--- src/rtl/matrix_sub_sequencer_pkg.sv ---
// Shared constants, state encoding and element addressing for the matrix subtraction sequencer.
package matrix_sub_sequencer_pkg;

    localparam int ELEM_W = 8;
    localparam int N_ELEM = 25;
    localparam int MAT_W  = ELEM_W * N_ELEM;
    localparam int IDX_W  = 5;

    localparam logic [IDX_W-1:0] LAST_IDX = IDX_W'(N_ELEM - 1);

    typedef enum logic [2:0] {
        ST_IDLE   = 3'd0,
        ST_LOAD_A = 3'd1,
        ST_LOAD_B = 3'd2,
        ST_EXEC   = 3'd3,
        ST_OUT    = 3'd4
    } state_t;

    // Element i lives at bits [ELEM_W*i +: ELEM_W] of a packed matrix.
    function automatic int elem_lsb(input int idx);
        return idx * ELEM_W;
    endfunction

endpackage

--- src/rtl/matrix_sub_sequencer_subtractor.sv ---
// Combinational 5x5 signed 8-bit matrix subtractor: R = A - B with wraparound and OR-ed overflow.
module MatrixSubtractor
    import matrix_sub_sequencer_pkg::*;
(
    input  logic [MAT_W-1:0] matrix_a,
    input  logic [MAT_W-1:0] matrix_b,
    output logic [MAT_W-1:0] result_out,
    output logic             overflow
);

    logic [ELEM_W-1:0] a_e;
    logic [ELEM_W-1:0] b_e;
    logic [ELEM_W-1:0] d_e;

    always_comb begin
        result_out = '0;
        overflow   = 1'b0;
        a_e        = '0;
        b_e        = '0;
        d_e        = '0;
        for (int i = 0; i < N_ELEM; i++) begin
            a_e = matrix_a[elem_lsb(i) +: ELEM_W];
            b_e = matrix_b[elem_lsb(i) +: ELEM_W];
            d_e = a_e - b_e;
            result_out[elem_lsb(i) +: ELEM_W] = d_e;
            // Signed subtract overflows only when operand signs differ and the result flips away from A.
            overflow = overflow | ((a_e[ELEM_W-1] != b_e[ELEM_W-1]) && (d_e[ELEM_W-1] != a_e[ELEM_W-1]));
        end
    end

endmodule

--- src/rtl/matrix_sub_sequencer.sv ---
// Byte-serial load / execute / stream-out sequencer around the matrix subtractor.
//   state   | meaning
//   IDLE    | waiting for start
//   LOAD_A  | accepting 25 elements of A
//   LOAD_B  | accepting 25 elements of B
//   EXEC    | one cycle: capture difference and overflow
//   OUT     | streaming 25 result elements
module matrix_sub_sequencer
    import matrix_sub_sequencer_pkg::*;
(
    input  logic              clk,
    input  logic              rst_n,
    input  logic              start,
    input  logic              clear,
    input  logic              in_valid,
    input  logic [ELEM_W-1:0] in_data,
    output logic              in_ready,
    output logic              out_valid,
    output logic [ELEM_W-1:0] out_data,
    input  logic              out_ready,
    output logic              out_last,
    output logic              busy,
    output logic              done,
    output logic              overflow
);

    state_t           state;
    logic [IDX_W-1:0] idx;
    logic [MAT_W-1:0] a_reg;
    logic [MAT_W-1:0] b_reg;
    logic [MAT_W-1:0] r_reg;
    logic [MAT_W-1:0] sub_result;
    logic             sub_overflow;

    MatrixSubtractor u_subtractor (
        .matrix_a   (a_reg),
        .matrix_b   (b_reg),
        .result_out (sub_result),
        .overflow   (sub_overflow)
    );

    always_ff @(posedge clk or negedge rst_n) begin
        if (!rst_n) begin
            state    <= ST_IDLE;
            idx      <= '0;
            a_reg    <= '0;
            b_reg    <= '0;
            r_reg    <= '0;
            overflow <= 1'b0;
            done     <= 1'b0;
        end else begin
            done <= 1'b0;
            // clear outranks start and every handshake; data registers are deliberately kept.
            if (clear) begin
                state    <= ST_IDLE;
                idx      <= '0;
                overflow <= 1'b0;
            end else begin
                case (state)
                    ST_IDLE: begin
                        if (start) begin
                            state    <= ST_LOAD_A;
                            idx      <= '0;
                            overflow <= 1'b0;
                        end
                    end
                    ST_LOAD_A: begin
                        if (in_valid) begin
                            a_reg[elem_lsb(int'(idx)) +: ELEM_W] <= in_data;
                            if (idx == LAST_IDX) begin
                                state <= ST_LOAD_B;
                                idx   <= '0;
                            end else begin
                                idx <= idx + IDX_W'(1);
                            end
                        end
                    end
                    ST_LOAD_B: begin
                        if (in_valid) begin
                            b_reg[elem_lsb(int'(idx)) +: ELEM_W] <= in_data;
                            if (idx == LAST_IDX) begin
                                state <= ST_EXEC;
                                idx   <= '0;
                            end else begin
                                idx <= idx + IDX_W'(1);
                            end
                        end
                    end
                    ST_EXEC: begin
                        r_reg    <= sub_result;
                        overflow <= sub_overflow;
                        state    <= ST_OUT;
                        idx      <= '0;
                    end
                    ST_OUT: begin
                        if (out_ready) begin
                            if (idx == LAST_IDX) begin
                                state <= ST_IDLE;
                                idx   <= '0;
                                done  <= 1'b1;
                            end else begin
                                idx <= idx + IDX_W'(1);
                            end
                        end
                    end
                    default: begin
                        state <= ST_IDLE;
                        idx   <= '0;
                    end
                endcase
            end
        end
    end

    assign in_ready  = (state == ST_LOAD_A) || (state == ST_LOAD_B);
    assign out_valid = (state == ST_OUT);
    assign out_last  = out_valid && (idx == LAST_IDX);
    assign busy      = (state != ST_IDLE);
    assign out_data  = out_valid ? r_reg[elem_lsb(int'(idx)) +: ELEM_W] : '0;

endmodule

--- config.mk ---
export PLATFORM = sky130hd
export DESIGN_NAME = matrix_sub_sequencer
export DESIGN_NICKNAME = d
export VERILOG_FILES = /design/src/rtl/matrix_sub_sequencer_pkg.sv /design/src/rtl/matrix_sub_sequencer_subtractor.sv /design/src/rtl/matrix_sub_sequencer.sv
export SDC_FILE = /design/constraint.sdc
export NUM_CORES = 1
export LEC_CHECK = 0
export CAP_MARGIN = 30
export CORE_MARGIN = 2
export CORE_UTILIZATION = 64
export DETAILED_ROUTE_END_ITERATION = 10
export DONT_BUFFER_PORTS = 1
export HOLD_SLACK_MARGIN = 0.08
export PLACE_DENSITY_LB_ADDON = 0.12
export SLEW_MARGIN = 10
export SYNTH_ARGS = -nofsm -noshare
export SYNTH_HDL_FRONTEND = slang
export SYNTH_SLANG_ARGS = --single-unit
--- constraint.sdc ---
create_clock -name clk -period 4.2 [get_ports clk]
set_input_delay 0.84 -clock clk [delete_from_list [all_inputs] [get_ports clk]]
set_output_delay 0.84 -clock clk [all_outputs]
set_load 0.05 [all_outputs]
==> tab_implementation.tex, run 1 <==
\begin{tabular}{lr}
\hline
Metric & Value \\
\hline
\multicolumn{2}{l}{\textbf{Status}} \\
\quad Run status & finished, final reports clean \\
\multicolumn{2}{l}{\textbf{CTS}} \\
\quad Clock sink count & 610 \\
\quad Clock insertion delay at the later pin of the skew report & 0.60 ns \\
\quad Cell at the root of the clock tree & sky130\_fd\_sc\_hd\_\_clkbuf\_16 \\
\quad CTS tree & built \\
\quad Clock buffers created by TritonCTS & 68 \\
\quad Clock transition at the registers of the reported paths & 0.06 ns \\
\quad Clk buf depth & 3 \\
\quad Number of levels the H-tree was split into & 3 \\
\multicolumn{2}{l}{\textbf{Synth}} \\
\quad Syn Std Cell Area & 32,100 sq um \\
\quad Number of library cell types mapped by synthesis & 47 \\
\quad Number of flip-flops and latches in the synthesized netlist & 610 \\
\quad Ys async rst share & 100\% \\
\quad Sequential-to-total area share from yosys stat & 47.5\% \\
\quad Nets in the synthesized netlist & 3,618 \\
\quad Yosys warns & 0 \\
\quad Mapped Cells & 3,401 \\
\quad Number of enable-type register cells in the synthesized netlist & 0 \\
\quad Leading register cell type out of synthesis & sky130\_fd\_sc\_hd\_\_dfrtp\_1 \\
\quad Synth Area per Inst & 9.44 sq um \\
\multicolumn{2}{l}{\textbf{Routing}} \\
\quad ANT nets after route & 0 \\
\quad DRC & 0 \\
\quad Routed length per placed instance & 22.3 microns \\
\quad Drt first-iter violations & 2,241 \\
\quad Post-DR vias/cell & 6.01 \\
\quad Via count & 24,651 \\
\quad Number of detailed-routing iterations run before antenna repair & 5 \\
\quad Total wire length after detailed routing & 91.4 mm \\
\multicolumn{2}{l}{\textbf{Floorplanning}} \\
\quad DIE AREA & 52,000 sq um \\
\quad Area of the core region & 49,900 sq um \\
\quad Chip Height & 228 microns \\
\quad Starting density of the core & 64.4\% \\
\quad Floorplan die width & 228 microns \\
\quad Placement row count & 82 \\
\quad I/O pin total & 28 \\
\multicolumn{2}{l}{\textbf{Placement}} \\
\quad Placed wire-length estimate after detailed placement & 65.0 mm \\
\quad Placer congestion estimate & 0.946 \\
\quad Setup slack after placement & 0.555 ns \\
\quad Count of port buffers added during placement & 0 \\
\multicolumn{2}{l}{\textbf{Worst setup path}} \\
\quad Reg-to-reg slack, setup & 0.48 ns \\
\quad Required @ worst endpoint & 3.36 ns \\
\quad Critical Path Source Type & register \\
\quad Crit-path max cell delay & 0.65 ns \\
\quad Cell family contributing the most delay on the critical path & multiplexers \\
\quad Cells along the critical path & buf\_4 > mux4\_2 > mux4\_2 > mux2i\_1 > nor2\_1 > buf\_4 \\
\quad Buffers plus inverters on the worst setup path & 2 \\
\quad Worst setup path class & register to primary output \\
\quad Arrival time at the worst endpoint & 3.21 ns \\
\quad Maximum fanout along the worst path & 15 \\
\quad Critical R2R Capture & a\_reg[64]\$\_DFFE\_PN0P\_ \\
\quad CP endpoint kind & primary output \\
\quad Depth of the most critical reg-to-reg path & 11 \\
\quad Slowest library cell on the worst path & sky130\_fd\_sc\_hd\_\_dfrtp\_4 \\
\quad Reg2reg start & idx[0]\$\_DFFE\_PN0P\_ \\
\multicolumn{2}{l}{\textbf{Global route}} \\
\quad Grt ovf & 0 \\
\quad Number of global-route vias before repair & 24,252 \\
\quad GR Util All Layers & 35.8\% \\
\quad Maximum number of pins on one net before global-route repair & 611 \\
\quad Initial antenna violation count & 4 \\
\quad Wire length of the first global-routing pass & 142 mm \\
\multicolumn{2}{l}{\textbf{STA}} \\
\quad Worst-case setup margin in the final layout & 0.151 ns \\
\quad Final setup skew & 0.0206 ns \\
\quad Max frequency & 247 MHz \\
\quad Final number of hold-violating endpoints & 0 \\
\quad Portion of the clock cycle consumed by the worst path in the final layout & 96.4\% \\
\quad Setup repair after global routing missed its margin & false \\
\quad Max Slew Vio Count & 0 \\
\quad Endpoints failing setup & 0 \\
\quad TNS Setup & 0 ns \\
\quad Post-layout minimum cycle time & 4.05 ns \\
\quad Worst slew slack as a fraction of its limit & 28.1\% \\
\quad Tightest Pin Transition & 1.07 ns \\
\multicolumn{2}{l}{\textbf{Worst hold path}} \\
\quad Hold Crit Class & input port to asynchronous set/reset pin \\
\multicolumn{2}{l}{\textbf{Power and ir drop}} \\
\quad Final Total Pwr & 14,400 uW \\
\quad LEAKAGE & 0.0148 uW \\
\quad Power per cell area & 408 nW/um\^{}2 \\
\quad Worst vdd rail ir drop & 310 uV \\
\multicolumn{2}{l}{\textbf{Cells and area}} \\
\quad Final-layout fill cell count & 3,836 \\
\quad Signed area change from the synthesized netlist to the final layout & 9.54\% \\
\quad Share of cells above drive strength 1 & 7.90\% \\
\quad Layout net count & 3,604 \\
\multicolumn{2}{l}{\textbf{Flow run}} \\
\quad MaxCap Viol Count & 0 \\
\hline
\end{tabular}
## per-stage QoR
stage          hold slack (ns)  std cells  utilization (%)  area [sq um]
2_1_floorplan            0.445       3401                -         32100
3_3_place_gp             0.461       3984             65.9         32800
3_5_place_dp             0.465       3984             65.9         32800
4_1_cts                -0.0741       4100             70.3         35100
5_1_grt                  0.183       4104             70.5         35200
6_report                 0.172       4105             70.5         35200
## where the power goes
group | switching [uW] | internal, uW | total (uW)
clock network | 2390 | 3510 | 5900
registers | 175 | 5990 | 6170
logic | 1630 | 670 | 2300
## worst max-delay path by stage
| stage | to | cells after the start | startpoint | slack (ns) |
|---|---|---|---|---|
| floorplan | out_last | 7 | idx[1]$_DFFE_PN0P_ | 0.86 |
| global placement | out_data[3] | 6 | idx[0]$_DFFE_PN0P_ | 0.63 |
| detailed placement | a_reg[64]$_DFFE_PN0P_ | 10 | idx[0]$_DFFE_PN0P_ | 0.56 |
| CTS | out_data[0] | 6 | idx[1]$_DFFE_PN0P_ | 0.10 |
| global route | out_data[3] | 6 | idx[0]$_DFFE_PN0P_ | 0.03 |
| finish | out_data[6] | 6 | idx[0]$_DFFE_PN0P_ | 0.15 |
## routing by layer
layer / vias up / wire length, microns / track usage [%]
met3: 231 / 7410 / 8.85
met4: 4 / 5040 / 17.4
met2: 777 / 41100 / 55.0
li1: 11476 / - / -
met1: 12163 / 37800 / 48.2
met5: - / 32 / 0
## cell families (layout without fill, tap and decap cells)
kind of cell / count (synthesis) / in the layout / synth area share, %
AND/OR/NAND/NOR: 1180 / 1180 / 16.6
AO/OA/AOI/OAI: 794 / 794 / 13.3
flip-flops: 610 / 610 / 47.5
buffers and inverters: 354 / 385 / 4.36
adder cells (fa/ha/maj): 203 / 203 / 8.49
XOR/XNOR: 155 / 155 / 4.23
multiplexers: 105 / 105 / 5.49
other: 0 / 1 / 0
## cell usage after synthesis, types with 3 or more instances
library cell                instances  area, sq um
sky130_fd_sc_hd__mux2i_1           40          400
sky130_fd_sc_hd__nand2b_1          94          588
sky130_fd_sc_hd__nor2b_1           57          357
sky130_fd_sc_hd__buf_2             44          220
sky130_fd_sc_hd__or3_1             11         68.8
sky130_fd_sc_hd__mux4_2            56         1260
sky130_fd_sc_hd__nor3b_1            4         30.0
sky130_fd_sc_hd__a21o_1            36          270
sky130_fd_sc_hd__o2111ai_1         12          105
sky130_fd_sc_hd__xnor2_1           86          753
sky130_fd_sc_hd__a21oi_1           54          270
sky130_fd_sc_hd__nand3_1           78          390
sky130_fd_sc_hd__o211ai_1           9         67.6
sky130_fd_sc_hd__nor3_4             3         48.8
sky130_fd_sc_hd__o21ai_0          613         3070
sky130_fd_sc_hd__and3b_1            8         70.1
sky130_fd_sc_hd__o41ai_2            4         65.1
sky130_fd_sc_hd__a31oi_1            9         56.3
sky130_fd_sc_hd__xor2_1            69          604
sky130_fd_sc_hd__buf_1              7         26.3
sky130_fd_sc_hd__nor3_2             7         70.1
sky130_fd_sc_hd__inv_1            214          803
sky130_fd_sc_hd__nor2_1            56          210
sky130_fd_sc_hd__o31ai_1           18          135
sky130_fd_sc_hd__nand4b_1          10         87.6
sky130_fd_sc_hd__nor3_1            33          165
sky130_fd_sc_hd__nor2_2             3         18.8
sky130_fd_sc_hd__and2_1            25          156
sky130_fd_sc_hd__or2_2             12         75.1
sky130_fd_sc_hd__dfrtp_1          610        15300
sky130_fd_sc_hd__o21ai_1           35          175
sky130_fd_sc_hd__fa_1              25          500
sky130_fd_sc_hd__nor4_1             6         37.5
sky130_fd_sc_hd__nand4_1           18          113
sky130_fd_sc_hd__clkbuf_1          85          319
sky130_fd_sc_hd__mux2_2             9          101
sky130_fd_sc_hd__nand2_1          751         2820
sky130_fd_sc_hd__ha_1             178         2230
sky130_fd_sc_hd__buf_4              4         30.0
## cells in the final DEF (no fill, tap or decap), types with 8 or more instances in the layout
cell / instances
sky130_fd_sc_hd__a21o_1: 36
sky130_fd_sc_hd__mux2_2: 9
sky130_fd_sc_hd__nand3_1: 77
sky130_fd_sc_hd__nand2b_1: 94
sky130_fd_sc_hd__mux4_2: 56
sky130_fd_sc_hd__ha_1: 178
sky130_fd_sc_hd__nand4b_1: 10
sky130_fd_sc_hd__o21ai_0: 613
sky130_fd_sc_hd__or2_2: 12
sky130_fd_sc_hd__or3_1: 11
sky130_fd_sc_hd__a31oi_1: 9
sky130_fd_sc_hd__clkinv_2: 12
sky130_fd_sc_hd__xnor2_1: 86
sky130_fd_sc_hd__inv_1: 214
sky130_fd_sc_hd__and3b_1: 8
sky130_fd_sc_hd__a21oi_1: 54
sky130_fd_sc_hd__xor2_1: 69
sky130_fd_sc_hd__o21ai_1: 35
sky130_fd_sc_hd__nor2b_1: 50
sky130_fd_sc_hd__dfrtp_1: 608
sky130_fd_sc_hd__fa_1: 25
sky130_fd_sc_hd__and2_1: 25
sky130_fd_sc_hd__clkbuf_8: 14
sky130_fd_sc_hd__nand2_1: 751
sky130_fd_sc_hd__clkbuf_16: 71
sky130_fd_sc_hd__o2111ai_1: 12
sky130_fd_sc_hd__o31ai_1: 18
sky130_fd_sc_hd__nor2_1: 53
sky130_fd_sc_hd__o211ai_1: 9
sky130_fd_sc_hd__nor3_2: 8
sky130_fd_sc_hd__buf_4: 48
sky130_fd_sc_hd__nor3_1: 32
sky130_fd_sc_hd__clkbuf_1: 11
sky130_fd_sc_hd__mux2i_1: 40
sky130_fd_sc_hd__nand4_1: 18
## what timing repair did
item / 4_1_cts / 5_1_grt
setup buffers: 1 / 0
hold endpoints to repair: 610 / 93
resized for setup: 0 / 2
endpoints found under the setup margin: 3 / 2
## cell type report
| class | count | area (sq um) | share of cell area [%] |
|---|---|---|---|
| repair buffers | 56 | 542 | 1.54 |
| flip-flops and latches | 610 | 15300 | 43.4 |
| clock buffers | 96 | 2010 | 5.72 |
| clock inverters | 19 | 181 | 0.516 |
| diodes | 1 | 2.50 | 0.00711 |
| well taps | 672 | 841 | 2.39 |
| multi-input cells | 2437 | 15500 | 44.1 |
| inverters | 214 | 803 | 2.28 |
(Power assumes the default switching activity.)
==> run 2, diff against run 1 <==
--- a/config.mk
+++ b/config.mk
@@ -8,6 +8,7 @@
 export CAP_MARGIN = 30
 export CORE_MARGIN = 2
 export CORE_UTILIZATION = 64
+export CTS_CLUSTER_SIZE = 20
 export DETAILED_ROUTE_END_ITERATION = 10
 export DONT_BUFFER_PORTS = 1
 export HOLD_SLACK_MARGIN = 0.08
==> results of run 2 <==
No change in the layout: final DEF, timing and power equal those of run 1.
==> run 3, diff against run 2 <==
--- a/config.mk
+++ b/config.mk
@@ -5,6 +5,7 @@
 export SDC_FILE = /design/constraint.sdc
 export NUM_CORES = 1
 export LEC_CHECK = 0
+export ABC_AREA = 0
 export CAP_MARGIN = 30
 export CORE_MARGIN = 2
 export CORE_UTILIZATION = 64
==> results of run 3 <==
No change in the layout: final DEF, timing and power equal those of run 1.
